===== config.mk =====
export PLATFORM = sky130hd
export DESIGN_NAME = mem_port_arbiter_flat
export DESIGN_NICKNAME = d
export VERILOG_FILES = /design/src/rtl/mem_port_arbiter_if.sv /design/src/rtl/mem_port_arbiter.sv /design/src/flat_wrapper.sv
export SDC_FILE = /design/constraint.sdc
export NUM_CORES = 1
export LEC_CHECK = 0
export ABC_AREA = 1
export ABC_CLOCK_PERIOD_IN_PS = 1810
export BUFFER_PORTS_ARGS = -buffer_cell sky130_fd_sc_hd__buf_2
export CAP_MARGIN = 30
export CORE_MARGIN = 2
export CORE_UTILIZATION = 49
export DETAILED_ROUTE_END_ITERATION = 10
export PLACE_DENSITY_LB_ADDON = 0.08
export SETUP_SLACK_MARGIN = 0.3
export SLEW_MARGIN = 30
export SYNTH_ARGS = -nofsm -noshare
export SYNTH_HDL_FRONTEND = slang
export SYNTH_SLANG_ARGS = --single-unit

===== constraint.sdc =====
create_clock -name clk -period 1.81 [get_ports clk]
set_input_delay 0.0905 -clock clk [delete_from_list [all_inputs] [get_ports clk]]
set_output_delay 0.0905 -clock clk [all_outputs]
set_load 0.01 [all_outputs]

===== src/rtl/mem_port_arbiter_if.sv =====
// Bundle of fetch, data and RAM signals around the
// unified memory port arbiter.
interface mem_port_arbiter_if #(
  parameter int ADDR_W = 32
);
  logic              ic_req;
  logic [ADDR_W-1:0] ic_addr;
  logic [31:0]       ic_rdata;
  logic              ic_ack;

  logic              dc_req;
  logic              dc_we;
  logic [ADDR_W-1:0] dc_addr;
  logic [31:0]       dc_wdata;
  logic [31:0]       dc_rdata;
  logic              dc_ack;

  logic              ram_cs;
  logic              ram_we;
  logic [ADDR_W-1:0] ram_addr;
  logic [31:0]       ram_wdata;
  logic [31:0]       ram_rdata;
  logic              ram_ready;

  logic              if_stall;
  logic              mem_stall;
  logic              timeout_err;

  modport slave (
    input  ic_req,
    input  ic_addr,
    output ic_rdata,
    output ic_ack,
    input  dc_req,
    input  dc_we,
    input  dc_addr,
    input  dc_wdata,
    output dc_rdata,
    output dc_ack,
    output ram_cs,
    output ram_we,
    output ram_addr,
    output ram_wdata,
    input  ram_rdata,
    input  ram_ready,
    output if_stall,
    output mem_stall,
    output timeout_err
  );

  modport master (
    output ic_req,
    output ic_addr,
    input  ic_rdata,
    input  ic_ack,
    output dc_req,
    output dc_we,
    output dc_addr,
    output dc_wdata,
    input  dc_rdata,
    input  dc_ack,
    input  ram_cs,
    input  ram_we,
    input  ram_addr,
    input  ram_wdata,
    output ram_rdata,
    output ram_ready,
    input  if_stall,
    input  mem_stall,
    input  timeout_err
  );
endinterface


===== src/rtl/mem_port_arbiter.sv =====
// Arbitrates the IF fetch port and MEM load/store port onto
// one variable-latency RAM, with starvation cap and timeout.
module mem_port_arbiter #(
  parameter int ADDR_W     = 32,
  parameter int STARVE_MAX = 4,
  parameter int TIMEOUT    = 255
) (
  input logic            clk,
  input logic            rst,
  mem_port_arbiter_if.slave bus
);
  localparam int SW = $clog2(STARVE_MAX + 1) < 1 ?
                      1 : $clog2(STARVE_MAX + 1);
  localparam logic [SW-1:0] S_MAX = SW'(STARVE_MAX);
  localparam logic [15:0]   W_LAST = 16'(TIMEOUT - 1);

  typedef enum logic [1:0] {
    IDLE,
    INST,
    DATA
  } state_t;

  state_t            state;
  logic              ram_cs;
  logic              ram_we;
  logic [ADDR_W-1:0] ram_addr;
  logic [31:0]       ram_wdata;
  logic              ic_ack;
  logic              dc_ack;
  logic [31:0]       ic_rdata;
  logic [31:0]       dc_rdata;
  logic              timeout_err;
  logic [SW-1:0]     starve_cnt;
  logic [15:0]       wait_cnt;

  logic ic_cand;
  logic dc_cand;
  logic pick_dc;
  logic pick_ic;

  // A port in its ack cycle is masked so it is not regranted.
  always_comb begin
    ic_cand = bus.ic_req & ~ic_ack;
    dc_cand = bus.dc_req & ~dc_ack;
    pick_dc = dc_cand &
              ~(ic_cand & (starve_cnt == S_MAX));
    pick_ic = ic_cand & ~pick_dc;
  end

  always_ff @(posedge clk or negedge rst) begin
    if (!rst) begin
      state       <= IDLE;
      ram_cs      <= 1'b0;
      ram_we      <= 1'b0;
      ram_addr    <= '0;
      ram_wdata   <= '0;
      ic_ack      <= 1'b0;
      dc_ack      <= 1'b0;
      ic_rdata    <= '0;
      dc_rdata    <= '0;
      timeout_err <= 1'b0;
      starve_cnt  <= '0;
      wait_cnt    <= '0;
    end else begin
      ic_ack <= 1'b0;
      dc_ack <= 1'b0;
      unique case (state)
        IDLE: begin
          unique case (1'b1)
            pick_dc: begin
              state     <= DATA;
              ram_cs    <= 1'b1;
              ram_we    <= bus.dc_we;
              ram_addr  <= bus.dc_addr;
              ram_wdata <= bus.dc_wdata;
              wait_cnt  <= '0;
              starve_cnt <= ic_cand ?
                            starve_cnt + 1'b1 : '0;
            end
            pick_ic: begin
              state      <= INST;
              ram_cs     <= 1'b1;
              ram_we     <= 1'b0;
              ram_addr   <= bus.ic_addr;
              ram_wdata  <= '0;
              wait_cnt   <= '0;
              starve_cnt <= '0;
            end
            default: ;
          endcase
        end
        INST, DATA: begin
          if (bus.ram_ready) begin
            state  <= IDLE;
            ram_cs <= 1'b0;
            if (state == INST) begin
              ic_rdata <= bus.ram_rdata;
              ic_ack   <= 1'b1;
            end else begin
              dc_rdata <= bus.ram_rdata;
              dc_ack   <= 1'b1;
            end
          end else if (wait_cnt == W_LAST) begin
            // Abort: ack with zero data and flag it.
            state       <= IDLE;
            ram_cs      <= 1'b0;
            timeout_err <= 1'b1;
            if (state == INST) begin
              ic_rdata <= '0;
              ic_ack   <= 1'b1;
            end else begin
              dc_rdata <= '0;
              dc_ack   <= 1'b1;
            end
          end else begin
            wait_cnt <= wait_cnt + 16'd1;
          end
        end
        default: state <= IDLE;
      endcase
    end
  end

  assign bus.ram_cs      = ram_cs;
  assign bus.ram_we      = ram_we;
  assign bus.ram_addr    = ram_addr;
  assign bus.ram_wdata   = ram_wdata;
  assign bus.ic_ack      = ic_ack;
  assign bus.dc_ack      = dc_ack;
  assign bus.ic_rdata    = ic_rdata;
  assign bus.dc_rdata    = dc_rdata;
  assign bus.timeout_err = timeout_err;
  assign bus.if_stall    = bus.ic_req & ~ic_ack;
  assign bus.mem_stall   = bus.dc_req & ~dc_ack;
endmodule


===== src/flat_wrapper.sv =====
// flat-port wrapper written by rule: the top's interface ports become plain ports
module mem_port_arbiter_flat 
#(
  parameter int ADDR_W     = 32,
  parameter int STARVE_MAX = 4,
  parameter int TIMEOUT    = 255
)
  (clk, rst, bus_ic_req, bus_ic_addr, bus_ic_rdata, bus_ic_ack, bus_dc_req, bus_dc_we, bus_dc_addr, bus_dc_wdata, bus_dc_rdata, bus_dc_ack, bus_ram_cs, bus_ram_we, bus_ram_addr, bus_ram_wdata, bus_ram_rdata, bus_ram_ready, bus_if_stall, bus_mem_stall, bus_timeout_err);
  mem_port_arbiter_if #(.ADDR_W(ADDR_W)) bus_i ();
  input logic clk;
  input logic rst;
  input wire logic [$bits(bus_i.ic_req)-1:0] bus_ic_req;
  input wire logic [$bits(bus_i.ic_addr)-1:0] bus_ic_addr;
  output wire logic [$bits(bus_i.ic_rdata)-1:0] bus_ic_rdata;
  output wire logic [$bits(bus_i.ic_ack)-1:0] bus_ic_ack;
  input wire logic [$bits(bus_i.dc_req)-1:0] bus_dc_req;
  input wire logic [$bits(bus_i.dc_we)-1:0] bus_dc_we;
  input wire logic [$bits(bus_i.dc_addr)-1:0] bus_dc_addr;
  input wire logic [$bits(bus_i.dc_wdata)-1:0] bus_dc_wdata;
  output wire logic [$bits(bus_i.dc_rdata)-1:0] bus_dc_rdata;
  output wire logic [$bits(bus_i.dc_ack)-1:0] bus_dc_ack;
  output wire logic [$bits(bus_i.ram_cs)-1:0] bus_ram_cs;
  output wire logic [$bits(bus_i.ram_we)-1:0] bus_ram_we;
  output wire logic [$bits(bus_i.ram_addr)-1:0] bus_ram_addr;
  output wire logic [$bits(bus_i.ram_wdata)-1:0] bus_ram_wdata;
  input wire logic [$bits(bus_i.ram_rdata)-1:0] bus_ram_rdata;
  input wire logic [$bits(bus_i.ram_ready)-1:0] bus_ram_ready;
  output wire logic [$bits(bus_i.if_stall)-1:0] bus_if_stall;
  output wire logic [$bits(bus_i.mem_stall)-1:0] bus_mem_stall;
  output wire logic [$bits(bus_i.timeout_err)-1:0] bus_timeout_err;
  assign bus_i.ic_req = bus_ic_req;
  assign bus_i.ic_addr = bus_ic_addr;
  assign bus_ic_rdata = bus_i.ic_rdata;
  assign bus_ic_ack = bus_i.ic_ack;
  assign bus_i.dc_req = bus_dc_req;
  assign bus_i.dc_we = bus_dc_we;
  assign bus_i.dc_addr = bus_dc_addr;
  assign bus_i.dc_wdata = bus_dc_wdata;
  assign bus_dc_rdata = bus_i.dc_rdata;
  assign bus_dc_ack = bus_i.dc_ack;
  assign bus_ram_cs = bus_i.ram_cs;
  assign bus_ram_we = bus_i.ram_we;
  assign bus_ram_addr = bus_i.ram_addr;
  assign bus_ram_wdata = bus_i.ram_wdata;
  assign bus_i.ram_rdata = bus_ram_rdata;
  assign bus_i.ram_ready = bus_ram_ready;
  assign bus_if_stall = bus_i.if_stall;
  assign bus_mem_stall = bus_i.mem_stall;
  assign bus_timeout_err = bus_i.timeout_err;
  mem_port_arbiter #(.ADDR_W(ADDR_W), .STARVE_MAX(STARVE_MAX), .TIMEOUT(TIMEOUT)) u_core (.clk(clk), .rst(rst), .bus(bus_i));
endmodule

==> impl_metrics.tcl <==
set metrics [dict create \
    status "completed" \
    maxSlewViolCount 0 \
    groute.usage.overall 0.333 \
    insertion_delay_ns 0.43 \
    wl_mm 27.4 \
    layout_commonest_cell "buf_2" \
    htreeDepth 4 \
    die_h_um 123 \
    cts_buffers 17 \
    ys_seq_area_frac 0.557 \
    reg2reg_slack_ns 0.22 \
    synth-edff-count 0 \
    worstPathArrival_ns 1.90 \
    synth-async-reset-ratio 1.00 \
    min_path_type "input pin to register" \
    vias 7957 \
    grt_pass1_vias 7596 \
    routed_via_density 5.48 \
    io_pins 269 \
    total_leakage_power_uw 0.00580 \
    holdCritStartpoint "bus_ram_ready" \
    layout_common_cells "267 x buf_2, 219 x nand2_1, 148 x dfrtp_1" \
    grt_max_degree 74 \
    rsz0062_at_grt "true" \
    initial_core_util 0.500 \
    fill_cells 763 \
    setup_tns_ns 0 \
    clk_pin_slew_ns 0.06 \
    syn_avg_cell_area_um2 8.35 \
    fin_cells 1451 \
    grt_antenna_before_repair 3 \
    cp.required_ns 2.13 \
    grt_pass1_wl_mm 38.7 \
    r2r_cells 8 \
    die_area_um2 15100 \
    finalSetupViolCount 0 \
    dp_hpwl_mm 13.7 \
    synth_ff_type "dfrtp_1" \
    syn_inst 829 \
    worstSetupStartpointType "register" \
    fin_nets 1396 \
    cts_tree "built" \
    maxSlewHeadroom 0.557 \
    p_per_area_nw_per_um2 1590 \
    row_count 43 \
    r2r_end "u_core.bus.ic_rdata[4]" \
    drc 0 \
    drt_iter0_markers 633 \
    fmax_ghz 0.630 \
    holdPathEnd "u_core.state[0]" \
    tightestPinTransition_ns 0.665 \
    drt_first_pass_iters 8 \
    synth_seq_cells 154 \
    worst-path-max-fanout 8 \
    place_inst 1242 \
    ant_nets 0 \
    drive_above_1_share 0.388 \
    port_buffers 268 \
    coreArea_um2 13800 \
    hold_violations 0 \
    overflow 0 \
    ir_worst_vdd_v 0.00119 \
    root_buffer "clkbuf_16" \
    holdPathStages 5 \
    endpoint_kind "register" \
    wire_per_inst_um 18.9 \
    whs_ns 0.135 \
    netlist_area_um2 6920 \
    gp_congestion 0.819 \
    syn_to_final_growth_pct 65.2 \
    die_width_um 123 \
    ys_types 23 \
    cap_violations 0 \
    criticalPathCategory "register to register" \
    cts_num_sinks 154 \
    syn-num-nets 970 \
    yosysWarnings 0 \
    r2r_start "u_core.wait_cnt[9]" \
    clockBufferDepth 2 \
    period_share 0.877 \
    fin_crit_ns 1.59 \
    finClkSkew_ns 0.00852 \
]
-- critical path, stage by stage (launching register included) --
cell and delay [ns]:
dfrtp_1 0.45, nor2_1 0.13, nand2_1 0.10, nor2_4 0.14, nand3_4 0.17, nand2_8 0.22, nand2_8 0.13, nand2_1 0.08
nand2_1 0.04
-- cell type report --
| cell class | count | area, µm² | share of cell area |
|---|---|---|---|
| Tap cell | 180 | 225 | 0.0197 |
| Inverter | 35 | 161 | 0.0141 |
| Clock buffer | 22 | 454 | 0.0397 |
| Timing Repair Buffer | 453 | 3290 | 0.288 |
| Multi-Input combinational cell | 594 | 3310 | 0.289 |
| Sequential cell | 154 | 3860 | 0.338 |
| Clock inverter | 10 | 119 | 0.0104 |
| Antenna cell | 3 | 7.51 | 0.000657 |
-- registers in the layout, indices dropped and copies added (netlist names), 2 cells and up --
register / count
u_core.bus.dc_rdata: 32
u_core.state: 2
u_core.wait_cnt: 16
u_core.bus.ram_wdata: 32
u_core.starve_cnt: 3
u_core.bus.ram_addr: 32
u_core.bus.ic_rdata: 32
-- per-stage QoR --
stage          area (µm²)  utilization  setup WS, ns  power (µW)
3_3_place_gp         8480        0.613        0.0553       12200
2_1_floorplan        6920            -         0.317        9470
4_1_cts             10900        0.792         0.246       17200
6_report            11400        0.826         0.222       18200
5_1_grt             11400        0.826         0.168       19200
3_5_place_dp         8480        0.613        0.0240       12300
-- cells by family after synthesis --
kind of cell / count (synthesis) / share of synthesized area
buffers and inverters: 90 / 0.0584
and+or+nand+nor: 478 / 0.299
AOI/OAI and AO/OA: 100 / 0.0734
DFF: 154 / 0.557
adders and majority gates: 7 / 0.0127
-- cells in the mapped netlist (all sizes together), types with 7 or more instances --
cell type,count,area (µm²)
buf,29,175
o21ai,26,130
nand4,68,425
dfrtp,154,3850
a21oi,71,355
nand2,298,1140
nand3,53,275
clkbuf,26,97.6
nor2,58,223
ha,7,87.6
inv,35,131
-- layer usage --
layer	track usage	vias up	routed length (µm)
li1	-	3605	-
met1	0.406	3804	10100
met2	0.542	442	13600
met3	0.0855	106	2520
met4	0.181	0	1240
met5	0	-	0
-- power breakdown --
part / switching [µW] / total [µW] / leakage (µW) / internal, µW
sequential: 909 / 5790 / 0.00192 / 4880
combinational: 5420 / 8920 / 0.00361 / 3510
clock: 1430 / 3500 / 0.000271 / 2070
-- what timing repair did --
| action | CTS | global route |
|---|---|---|
| setup buffers | 14 | 13 |
| cloned | 13 | 4 |
| pin swaps | 11 | 17 |
| hold buffers | 130 | 0 |
| gates resized for setup | 97 | 92 |
| endpoints found under the setup margin | 140 | 151 |
| hold endpoints to repair | 199 | 0 |
-- worst max path at each step --
stage                   startpoint                     end  slack [ns]  depth (start not counted)
6_report        u_core.wait_cnt[9]  u_core.bus.ic_rdata[4]        0.22                          8
5_1_grt        u_core.wait_cnt[11]  u_core.bus.dc_rdata[5]        0.17                          8
4_1_cts            u_core.state[1]      u_core.wait_cnt[7]        0.25                          8
3_5_place_dp       u_core.state[0]      u_core.wait_cnt[8]        0.02                          8
3_3_place_gp       u_core.state[0]      u_core.wait_cnt[9]        0.06                          8
2_1_floorplan      u_core.state[0]      u_core.wait_cnt[2]        0.32                          8
Power figures use the tool's default switching activity.
